<file path="src/rtl/time_set_ctrl_if.sv">
// Button/tick inputs, live time inputs and edit/load outputs of the time-set controller.
interface time_set_ctrl_if;
   logic       sec_tick;
   logic       mode_pulse;
   logic       inc_pulse;
   logic [3:0] cur_hour_tens;
   logic [3:0] cur_hour_units;
   logic [3:0] cur_min_tens;
   logic [3:0] cur_min_units;
   logic       cur_am;
   logic       run_en;
   logic       load;
   logic [3:0] ld_hour_tens;
   logic [3:0] ld_hour_units;
   logic [3:0] ld_min_tens;
   logic [3:0] ld_min_units;
   logic       ld_am;
   logic       blink_hour;
   logic       blink_min;
   logic [1:0] state;

   // Side that feeds strobes and live time in (debouncers/counters/bench).
   modport master (
      output sec_tick, mode_pulse, inc_pulse,
      output cur_hour_tens, cur_hour_units, cur_min_tens, cur_min_units, cur_am,
      input  run_en, load, ld_hour_tens, ld_hour_units, ld_min_tens, ld_min_units,
      input  ld_am, blink_hour, blink_min, state
   );

   // The controller itself.
   modport slave (
      input  sec_tick, mode_pulse, inc_pulse,
      input  cur_hour_tens, cur_hour_units, cur_min_tens, cur_min_units, cur_am,
      output run_en, load, ld_hour_tens, ld_hour_units, ld_min_tens, ld_min_units,
      output ld_am, blink_hour, blink_min, state
   );
endinterface

</file>
<file path="src/rtl/time_set_ctrl.sv">
// Time-set controller: RUN -> SET_HOUR -> SET_MIN -> COMMIT, with edit registers,
// inactivity timeout and display blink phase. All outputs are registered.
module time_set_ctrl #(
   parameter int unsigned TIMEOUT_S = 10,
   parameter int unsigned TO_W      = 4
) (
   input  logic           clk,
   input  logic           rst,
   time_set_ctrl_if.slave bus
);

   typedef enum logic [1:0] {
      RUN      = 2'b00,
      SET_HOUR = 2'b01,
      SET_MIN  = 2'b10,
      COMMIT   = 2'b11
   } state_t;

   state_t            state_q, state_d;
   logic              run_en_q, run_en_d;
   logic              load_q, load_d;
   logic [3:0]        ht_q, ht_d, hu_q, hu_d, mt_q, mt_d, mu_q, mu_d;
   logic              am_q, am_d;
   logic [TO_W-1:0]   to_cnt_q, to_cnt_d;
   logic              phase_q, phase_d;
   logic              blink_hour_q, blink_hour_d;
   logic              blink_min_q, blink_min_d;
   logic              timeout_hit;
   logic              in_set_q;

   // Hour step 12->01..11->12 in BCD; 11->12 flips AM/PM; invalid hour restarts at 01.
   function automatic logic [8:0] hour_inc(input logic [3:0] t, input logic [3:0] u,
                                           input logic am);
      logic valid;
      valid = ((t == 4'd0) && (u >= 4'd1) && (u <= 4'd9)) ||
              ((t == 4'd1) && (u <= 4'd2));
      if (!valid)
         hour_inc = {am, 4'd0, 4'd1};
      else if ((t == 4'd1) && (u == 4'd2))
         hour_inc = {am, 4'd0, 4'd1};
      else if ((t == 4'd1) && (u == 4'd1))
         hour_inc = {~am, 4'd1, 4'd2};
      else if (u == 4'd9)
         hour_inc = {am, 4'd1, 4'd0};
      else
         hour_inc = {am, t, u + 4'd1};
   endfunction

   // Minute step 00..59 wrapping to 00 without hour carry; invalid minute restarts at 00.
   function automatic logic [7:0] min_inc(input logic [3:0] t, input logic [3:0] u);
      if ((t > 4'd5) || (u > 4'd9))
         min_inc = 8'h00;
      else if (u == 4'd9)
         min_inc = (t == 4'd5) ? 8'h00 : {t + 4'd1, 4'd0};
      else
         min_inc = {t, u + 4'd1};
   endfunction

   // Next-state, edit register, timeout and blink logic.
   always_comb begin
      state_d   = state_q;
      ht_d      = ht_q;
      hu_d      = hu_q;
      mt_d      = mt_q;
      mu_d      = mu_q;
      am_d      = am_q;
      to_cnt_d  = to_cnt_q;
      phase_d   = bus.sec_tick ? ~phase_q : phase_q;
      in_set_q  = (state_q == SET_HOUR) || (state_q == SET_MIN);
      timeout_hit = bus.sec_tick && (to_cnt_q == TO_W'(TIMEOUT_S - 1));

      // Pulses take priority over a coincident timeout tick; mode beats inc.
      case (state_q)
         RUN: begin
            if (bus.mode_pulse) begin
               ht_d    = bus.cur_hour_tens;
               hu_d    = bus.cur_hour_units;
               mt_d    = bus.cur_min_tens;
               mu_d    = bus.cur_min_units;
               am_d    = bus.cur_am;
               state_d = SET_HOUR;
            end
         end
         SET_HOUR: begin
            if (bus.mode_pulse)
               state_d = SET_MIN;
            else if (bus.inc_pulse)
               {am_d, ht_d, hu_d} = hour_inc(ht_q, hu_q, am_q);
            else if (timeout_hit)
               state_d = RUN;
         end
         SET_MIN: begin
            if (bus.mode_pulse)
               state_d = COMMIT;
            else if (bus.inc_pulse)
               {mt_d, mu_d} = min_inc(mt_q, mu_q);
            else if (timeout_hit)
               state_d = RUN;
         end
         default: state_d = RUN;
      endcase

      if ((state_d != state_q) || bus.mode_pulse || bus.inc_pulse)
         to_cnt_d = '0;
      else if (in_set_q && bus.sec_tick)
         to_cnt_d = to_cnt_q + TO_W'(1);

      if ((state_d != state_q) && ((state_d == SET_HOUR) || (state_d == SET_MIN)))
         phase_d = 1'b1;

      run_en_d     = (state_d == RUN);
      load_d       = (state_d == COMMIT);
      blink_hour_d = (state_d == SET_HOUR) && phase_d;
      blink_min_d  = (state_d == SET_MIN) && phase_d;
   end

   // State and output registers; reset loads 12:00 AM into the edit registers.
   always_ff @(posedge clk or posedge rst) begin
      if (rst) begin
         state_q      <= RUN;
         run_en_q     <= 1'b1;
         load_q       <= 1'b0;
         ht_q         <= 4'd1;
         hu_q         <= 4'd2;
         mt_q         <= 4'd0;
         mu_q         <= 4'd0;
         am_q         <= 1'b1;
         to_cnt_q     <= '0;
         phase_q      <= 1'b1;
         blink_hour_q <= 1'b0;
         blink_min_q  <= 1'b0;
      end else begin
         state_q      <= state_d;
         run_en_q     <= run_en_d;
         load_q       <= load_d;
         ht_q         <= ht_d;
         hu_q         <= hu_d;
         mt_q         <= mt_d;
         mu_q         <= mu_d;
         am_q         <= am_d;
         to_cnt_q     <= to_cnt_d;
         phase_q      <= phase_d;
         blink_hour_q <= blink_hour_d;
         blink_min_q  <= blink_min_d;
      end
   end

   assign bus.state         = state_q;
   assign bus.run_en        = run_en_q;
   assign bus.load          = load_q;
   assign bus.ld_hour_tens  = ht_q;
   assign bus.ld_hour_units = hu_q;
   assign bus.ld_min_tens   = mt_q;
   assign bus.ld_min_units  = mu_q;
   assign bus.ld_am         = am_q;
   assign bus.blink_hour    = blink_hour_q;
   assign bus.blink_min     = blink_min_q;

endmodule

</file>
<file path="src/flat_wrapper.sv">
// flat-port wrapper written by rule: the top's interface ports become plain ports
module time_set_ctrl_flat 
#(
   parameter int unsigned TIMEOUT_S = 10,
   parameter int unsigned TO_W      = 4
)
  (clk, rst, bus_sec_tick, bus_mode_pulse, bus_inc_pulse, bus_cur_hour_tens, bus_cur_hour_units, bus_cur_min_tens, bus_cur_min_units, bus_cur_am, bus_run_en, bus_load, bus_ld_hour_tens, bus_ld_hour_units, bus_ld_min_tens, bus_ld_min_units, bus_ld_am, bus_blink_hour, bus_blink_min, bus_state);
  time_set_ctrl_if bus_i ();
  input  logic clk;
  input  logic rst;
  input wire logic [$bits(bus_i.sec_tick)-1:0] bus_sec_tick;
  input wire logic [$bits(bus_i.mode_pulse)-1:0] bus_mode_pulse;
  input wire logic [$bits(bus_i.inc_pulse)-1:0] bus_inc_pulse;
  input wire logic [$bits(bus_i.cur_hour_tens)-1:0] bus_cur_hour_tens;
  input wire logic [$bits(bus_i.cur_hour_units)-1:0] bus_cur_hour_units;
  input wire logic [$bits(bus_i.cur_min_tens)-1:0] bus_cur_min_tens;
  input wire logic [$bits(bus_i.cur_min_units)-1:0] bus_cur_min_units;
  input wire logic [$bits(bus_i.cur_am)-1:0] bus_cur_am;
  output wire logic [$bits(bus_i.run_en)-1:0] bus_run_en;
  output wire logic [$bits(bus_i.load)-1:0] bus_load;
  output wire logic [$bits(bus_i.ld_hour_tens)-1:0] bus_ld_hour_tens;
  output wire logic [$bits(bus_i.ld_hour_units)-1:0] bus_ld_hour_units;
  output wire logic [$bits(bus_i.ld_min_tens)-1:0] bus_ld_min_tens;
  output wire logic [$bits(bus_i.ld_min_units)-1:0] bus_ld_min_units;
  output wire logic [$bits(bus_i.ld_am)-1:0] bus_ld_am;
  output wire logic [$bits(bus_i.blink_hour)-1:0] bus_blink_hour;
  output wire logic [$bits(bus_i.blink_min)-1:0] bus_blink_min;
  output wire logic [$bits(bus_i.state)-1:0] bus_state;
  assign bus_i.sec_tick = bus_sec_tick;
  assign bus_i.mode_pulse = bus_mode_pulse;
  assign bus_i.inc_pulse = bus_inc_pulse;
  assign bus_i.cur_hour_tens = bus_cur_hour_tens;
  assign bus_i.cur_hour_units = bus_cur_hour_units;
  assign bus_i.cur_min_tens = bus_cur_min_tens;
  assign bus_i.cur_min_units = bus_cur_min_units;
  assign bus_i.cur_am = bus_cur_am;
  assign bus_run_en = bus_i.run_en;
  assign bus_load = bus_i.load;
  assign bus_ld_hour_tens = bus_i.ld_hour_tens;
  assign bus_ld_hour_units = bus_i.ld_hour_units;
  assign bus_ld_min_tens = bus_i.ld_min_tens;
  assign bus_ld_min_units = bus_i.ld_min_units;
  assign bus_ld_am = bus_i.ld_am;
  assign bus_blink_hour = bus_i.blink_hour;
  assign bus_blink_min = bus_i.blink_min;
  assign bus_state = bus_i.state;
  time_set_ctrl #(.TIMEOUT_S(TIMEOUT_S), .TO_W(TO_W)) u_core (.clk(clk), .rst(rst), .bus(bus_i));
endmodule
</file>
<file path="config.mk">
export PLATFORM = sky130hd
export DESIGN_NAME = time_set_ctrl_flat
export DESIGN_NICKNAME = d
export VERILOG_FILES = /design/src/rtl/time_set_ctrl_if.sv /design/src/rtl/time_set_ctrl.sv /design/src/flat_wrapper.sv
export SDC_FILE = /design/constraint.sdc
export NUM_CORES = 1
export LEC_CHECK = 0
export ABC_AREA = 1
export CORE_MARGIN = 2
export CORE_UTILIZATION = 45
export CTS_CLUSTER_DIAMETER = 60
export DETAILED_ROUTE_END_ITERATION = 8
export GPL_TIMING_DRIVEN = 0
export PLACE_DENSITY = 0.77
export SYNTH_ARGS = -nofsm -noshare
export SYNTH_HDL_FRONTEND = slang
export SYNTH_SLANG_ARGS = --single-unit
</file>
<file path="constraint.sdc">
create_clock -name clk -period 1.68 [get_ports clk]
set_input_delay 0.336 -clock clk [delete_from_list [all_inputs] [get_ports clk]]
set_output_delay 0.336 -clock clk [all_outputs]
set_load 0.005 [all_outputs]
</file>
# Word level (Yosys, flattened, before mapping)
# Index checks and enable logic that the tools add are counted.
[word_totals]
regBits = 28
input_bits = 22
output_inout_bits = 23
word_cells = 110
[classes]
n_addsub = 4
n_lt_le_gt_ge = 5
eq_ne = 23
mux = 37
bitwise = 2
n_reduce_logical = 27
[op_table]
columns = ["cell", "n"]
rows = [
  ["two-way mux 4 bit", 14],
  ["two-way mux 8 bit", 4],
  ["case mux 4 bit (2 select lines)", 4],
  ["two-way mux 9 bit", 3],
  ["adder 4 x 1 -> 4 bit, second input constant", 4],
  ["!= test 2 bit, second input constant", 8],
  ["equality test 4 bit, second input constant", 3],
  ["logical AND 1 bit", 10],
  ["two-way mux 2 bit", 5],
  ["AND reduction 5 bit", 2],
  ["equality test 4 x 1 -> 1 bit, second input constant", 2],
  ["AND reduction 4 bit", 2],
  ["AND reduction 7 bit", 1],
  ["equality test 2 bit, second input constant", 3],
  ["logical OR 1 bit", 6],
  ["case mux 2 bit (3 select lines)", 1],
  ["nonzero test 2 bit", 3],
  ["two-way mux 1 bit", 5],
  ["!= test 5 bit, second input constant", 1],
  ["equality test 2 x 1 -> 1 bit, second input constant", 2],
  ["equality test 4 x 2 -> 1 bit, second input constant", 1],
  ["equality test 4 x 3 -> 1 bit, second input constant", 1],
  [">= comparator 4 x 1 -> 1 bit, second input constant", 1],
  ["greater-than comparator 4 x 3 -> 1 bit, second input constant", 1],
  ["9 further kinds", 11],
]

# Depth between registers and ports, before layout
[logic_depth]
depth_word = 11
depth_mapped = 13
depth_no_buf = 13

# Worst setup path before layout
# Ideal clock, no wire load.
[synth_timing]
path_kind = "register to register"
from = "reg u_core.state_q[0], in the netlist u_core.bus.state[0]"
to = "reg u_core.blink_hour_q, in the netlist u_core.bus.blink_hour"
setup_ps = 77
t_arrival_ps = 1728
required_time_ps = 1603
setup_slack_ps = -125
path_stages_with_launch = 11
n_path_buf = 0
synth_period_minus_slack_ps = 1805
path_cell_list = "dfrtp_1 > inv_1 > ha_1 > nor2_2 > a21oi_2 > nand2_2 > inv_1 > ha_1 > inv_1 > nand2_2 > a21oi_1"
[synth_between]
elab_chain_cells = 9
word_cells_on_any_way = 16
classes_between = "5 x eq/ne; 7 x mux; 4 x reduce/logical"
[synth_lines]
columns = ["element", "line_no", "source"]
rows = [
  ["start, declared", "time_set_ctrl.sv:19", "state_t state_q, state_d;"],
  ["start signal, assigned", "time_set_ctrl.sv:133", "state_q <= state_d;"],
  ["two-way mux 2 bit", "time_set_ctrl.sv:89, time_set_ctrl.sv:97", ""],
  ["two-way mux 2 bit", "time_set_ctrl.sv:95", "else if (bus.inc_pulse)"],
  ["two-way mux 2 bit, on equally long branches", "time_set_ctrl.sv:93, time_set_ctrl.sv:85", ""],
  ["case mux 2 bit (3 select lines)", "time_set_ctrl.sv:73", "case (state_q)"],
  ["equality test 2 x 1 -> 1 bit / equality test 2 bit (equally long branches)", "time_set_ctrl.sv:108, time_set_ctrl.sv:113", ""],
  ["logical OR 1 bit", "time_set_ctrl.sv:108", "if ((state_d != state_q) && ((state_d == SET_HOUR) || (state_d == SET_MIN)))"],
  ["logical AND 1 bit", "time_set_ctrl.sv:108", ""],
  ["two-way mux 1 bit", "time_set_ctrl.sv:108", ""],
  ["logical AND 1 bit (*)", "time_set_ctrl.sv:113", "blink_hour_d = (state_d == SET_HOUR) && phase_d;"],
  ["net u_core.blink_hour_d", "time_set_ctrl.sv:26", "logic blink_hour_q, blink_hour_d;"],
  ["end signal, assigned", "time_set_ctrl.sv:143", "blink_hour_q <= blink_hour_d;"],
  ["end, declared", "time_set_ctrl.sv:26", ""],
]
# The timed path passes the listed nets; every way through them passes the cells marked *.
# A chain may end at the register's enable or synchronous reset.

# Final worst setup path
[layout_timing]
from = "reg u_core.to_cnt_q[1]"
to = "reg u_core.blink_min_q, in the netlist u_core.bus.blink_min"
[layout_between]
elab_chain_cells = 11
word_cells_on_any_way = 14
classes_between = "4 x eq/ne; 6 x mux; 4 x reduce/logical"
[layout_lines]
columns = ["element", "line_no", "source"]
rows = [
  ["start, declared", "time_set_ctrl.sv:24", "logic [TO_W-1:0] to_cnt_q, to_cnt_d;"],
  ["start signal, assigned", "time_set_ctrl.sv:141", "to_cnt_q <= to_cnt_d;"],
  ["equality test 4 bit (*)", "time_set_ctrl.sv:70", "timeout_hit = bus.sec_tick && (to_cnt_q == TO_W'(TIMEOUT_S - 1));"],
  ["logical AND 1 bit (*)", "time_set_ctrl.sv:70", ""],
  ["two-way mux 2 bit (*)", "time_set_ctrl.sv:89, time_set_ctrl.sv:97", ""],
  ["two-way mux 2 bit (*)", "time_set_ctrl.sv:95", ""],
  ["two-way mux 2 bit, on equally long branches", "time_set_ctrl.sv:93, time_set_ctrl.sv:85", ""],
  ["case mux 2 bit (3 select lines) (*)", "time_set_ctrl.sv:73", ""],
  ["equality test 2 x 1 -> 1 bit / equality test 2 bit (equally long branches)", "time_set_ctrl.sv:108, time_set_ctrl.sv:114", ""],
  ["logical OR 1 bit", "time_set_ctrl.sv:108", ""],
  ["logical AND 1 bit", "time_set_ctrl.sv:108", ""],
  ["two-way mux 1 bit", "time_set_ctrl.sv:108", ""],
  ["logical AND 1 bit (*)", "time_set_ctrl.sv:114", "blink_min_d = (state_d == SET_MIN) && phase_d;"],
  ["net u_core.blink_min_d", "time_set_ctrl.sv:27", "logic blink_min_q, blink_min_d;"],
  ["end signal, assigned", "time_set_ctrl.sv:144", "blink_min_q <= blink_min_d;"],
  ["end, declared", "time_set_ctrl.sv:27", ""],
]
# Marks and branches as above.

==> impl_metrics.csv <==
group,metric,value,unit
placed_design,gp_congestion,0.858,
clock_network,numCtsBuffers,3,
synthesis,synth_top_area_share,31.3,%
floorplanning,fp.dieW,67.9,um
cells_and_area,finalNetCount,332,
sta,worst_pin_slew,1080,ps
route,viasPerCell,5.11,
power_and_ir_drop,ir_drop,1.16,mV
synthesis,ys_ff_latch,28,
critical_path,crit_type,"register to register",
sta,finalSetupViolCount,7,
clock_network,cts_tree,"done",
sta,rsz0062_at_grt,"yes",
grt,grt_pass1_vias,1639,
grt,grt_pass1_wl,6670,um
synthesis,yosysSeqAreaShare,38.5,%
grt,antenna_found_initial,0,
clock_network,clock_path_buffers,2,
synthesis,yosys.area.top_type,"dfrtp_1",
synthesis,synth_cells,231,
synthesis,syn_area,0.00184,mm2
floorplanning,start_util,46.3,%
min_path,hold_path.class,"register to register",
critical_path,max_stage_delay,420,ps
grt,gr-total-overflow,0,
route,vias,1782,
power_and_ir_drop,leakage,1.26,nW
synthesis,ys_async_sr_fraction,100,%
run_status,failed_checks,"negative setup slack",
grt,grtUsageTotal,18.7,%
critical_path,critical_path_buf_inv_count,3,
sta,fin_ws,-47.6,ps
sta,drv_slew,0,
route,drc_errors,0,
route,drtAntennaViolNets,0,
synthesis,synth_edf_count,0,
sta,final.setup.tns,-135,ps
power_and_ir_drop,p_per_area,1970,mW/mm2
cells_and_area,drive_above_1_share,30.4,%
critical_path,worst_setup_path_start_kind,"register",
route,wirelength,4460,um
synthesis,synth_ff_type,"dfrtp_1",
clock_network,insertion_delay,270,ps
sta,fmax,0.579,GHz
critical_path,cp_max_fo,4,
critical_path,worst_setup_path_end_kind,"register",
floorplanning,core,0.00397,mm2
cells_and_area,syn_to_final_growth,48.6,%
synthesis,synth_common_cells,"nand2_1 (36), inv_1 (34), nor2_1 (24), dfrtp_1 (23)",
critical_path,crit_slowest_cell,"dfrtp_1",
sta,holdWs,516,ps
cells_and_area,antenna_cells,0,
clock_network,clock-sinks,28,
critical_path,worstPathArrival,1880,ps
synthesis,syn_nets,263,
route,wire_per_inst,12.8,um
sta,hold_viol_final,0,
sta,fin_worst_skew,6.44,ps
critical_path,cp_cell_sequence,"inv_1 -> ha_2 -> nand3_2 -> nor2_1 -> nand2_1 -> nand2_1 -> nand2_2 -> nand2_4 -> inv_4 -> ha_4 -> inv_2 -> nand2_4 -> a21oi_2",
route,first_iter_violations,185,
floorplanning,die-height,67.9,um
placed_design,io_buffer_count,44,
sta,period_needed,1730,ps
critical_path,cp.required,1830,ps
synthesis,yosys-top-cells-area,"dfrtp_1 (31%), nand2_1 (7.4%), dfstp_2 (7.2%)",
power_and_ir_drop,p_total,5.37,mW
floorplanning,ios,45,
clock_network,root_buffer,"clkbuf_8",
clock_network,htree_levels,1,
floorplanning,die_area,0.00461,mm2
run_status,outcome,"finished, violations left",
grt,grt_start_max_net_pins,29,
floorplanning,rows,23,
synthesis,yosysWarnings,0,
sta,max_slew_margin,28.2,%
route,drtPass1Iterations,4,
synthesis,postSynthAreaPerCell,7.95,um2
synthesis,yosysMostFrequentCell,"nand2_1",
run,cap_violations,0,
sta,period_share,103,%
critical_path,crit_family,"simple AND/OR/NAND/NOR gates",
placed_design,hpwlAfterDp,2950,um
synthesis,yosysUniqueCellTypes,34,
clock_network,clk_pin_slew,90,ps
-- cells in the final DEF, fill, tap and decap left out, types with 6 or more instances in the layout --
master / instances
dfrtp_1: 20
nand3_1: 12
nor2_1: 20
nor2_2: 8
nand2_1: 33
buf_4: 17
nand2_4: 7
inv_4: 7
inv_1: 28
a21oi_1: 11
o21ai_0: 8
inv_2: 6
clkdlybuf4s50_1: 39
-- cell type report --
cell class / count / area [um2]
repair inverters: 1 / 6.26
flip-flops and latches: 28 / 711
clock buffers: 4 / 45.0
repair buffers: 64 / 611
inverters: 41 / 176
multi-input cells: 160 / 1110
plain buffers: 1 / 5.00
well taps: 50 / 62.6
fillers: 334 / 1240
-- stage by stage --
step / cells / area [um2] / worst slack, ps / util [%]
floorplan: 231 / 1890 / 2.09 / -
global placement: 325 / 2390 / -375 / 60.3
detailed placement: 325 / 2390 / -431 / 60.3
CTS: 341 / 2560 / -25.0 / 64.6
global route: 349 / 2730 / -138 / 68.7
finish: 349 / 2730 / -47.6 / 68.7
-- cell families after synthesis --
group | share of synthesized area, %
buffers and inverters | 9.26
XOR/XNOR | 2.38
flip-flops | 38.5
adder cells (fa/ha/maj) | 6.81
AND/OR/NAND/NOR | 28.3
AO/OA/AOI/OAI | 14.8
-- per-layer routing --
layer  GRT usage, %  wire [um]  vias up
met2           35.7       2340       48
met5              0          0        -
li1               -          -      891
met3           2.80        183       10
met1           21.7       1840      833
met4           5.00         93        0
-- tightest hold or removal path, cell delays in order (launching register included) --
cell	delay, ps
dfstp_2	380
nor2_1	90
a21oi_1	50
-- worst paths after layout --
check / from / endpoint / slack (ps) / depth (start not counted)
worst max-delay path: u_core.to_cnt_q[1]$_DFFE_PP0P_ / u_core.bus.blink_min$_DFF_PP0_ / -50 / 13
worst min-delay path: u_core.bus.ld_am$_DFFE_PP1P_ / u_core.bus.ld_am$_DFFE_PP1P_ / 520 / 2
worst max register to register: u_core.to_cnt_q[1]$_DFFE_PP0P_ / u_core.bus.blink_min$_DFF_PP0_ / -50 / 13
worst min register to register: u_core.bus.ld_am$_DFFE_PP1P_ / u_core.bus.ld_am$_DFFE_PP1P_ / 520 / 2
max in group asynchronous: rst / u_core.bus.state[0]$_DFF_PP0_ / 330 / 2
min in group asynchronous: rst / u_core.bus.ld_min_tens[0]$_DFFE_PP0P_ / 630 / 2
-- sequential cells by signal (all words and copies together), names as in the netlist, 2 cells and up --
name	cells
u_core.bus.ld_hour_units	4
u_core.to_cnt_q	4
u_core.bus.ld_hour_tens	4
u_core.bus.ld_min_tens	4
u_core.bus.state	2
u_core.bus.ld_min_units	4
-- power breakdown --
| group | internal, mW | switching [mW] | total (mW) |
|---|---|---|---|
| Combinational | 1.76 | 1.96 | 3.72 |
| Clock | 0.170 | 0.210 | 0.380 |
| Sequential | 1.01 | 0.263 | 1.28 |
-- what timing repair did --
item,4_1_cts,5_1_grt
hold buffers,0,0
setup buffers,13,7
resized for setup,10,33
endpoints found under the setup margin,7,21
pin swaps,9,14
hold endpoints to repair,0,0
cloned,0,1
Note: power is estimated with default switching activity, not from simulation.
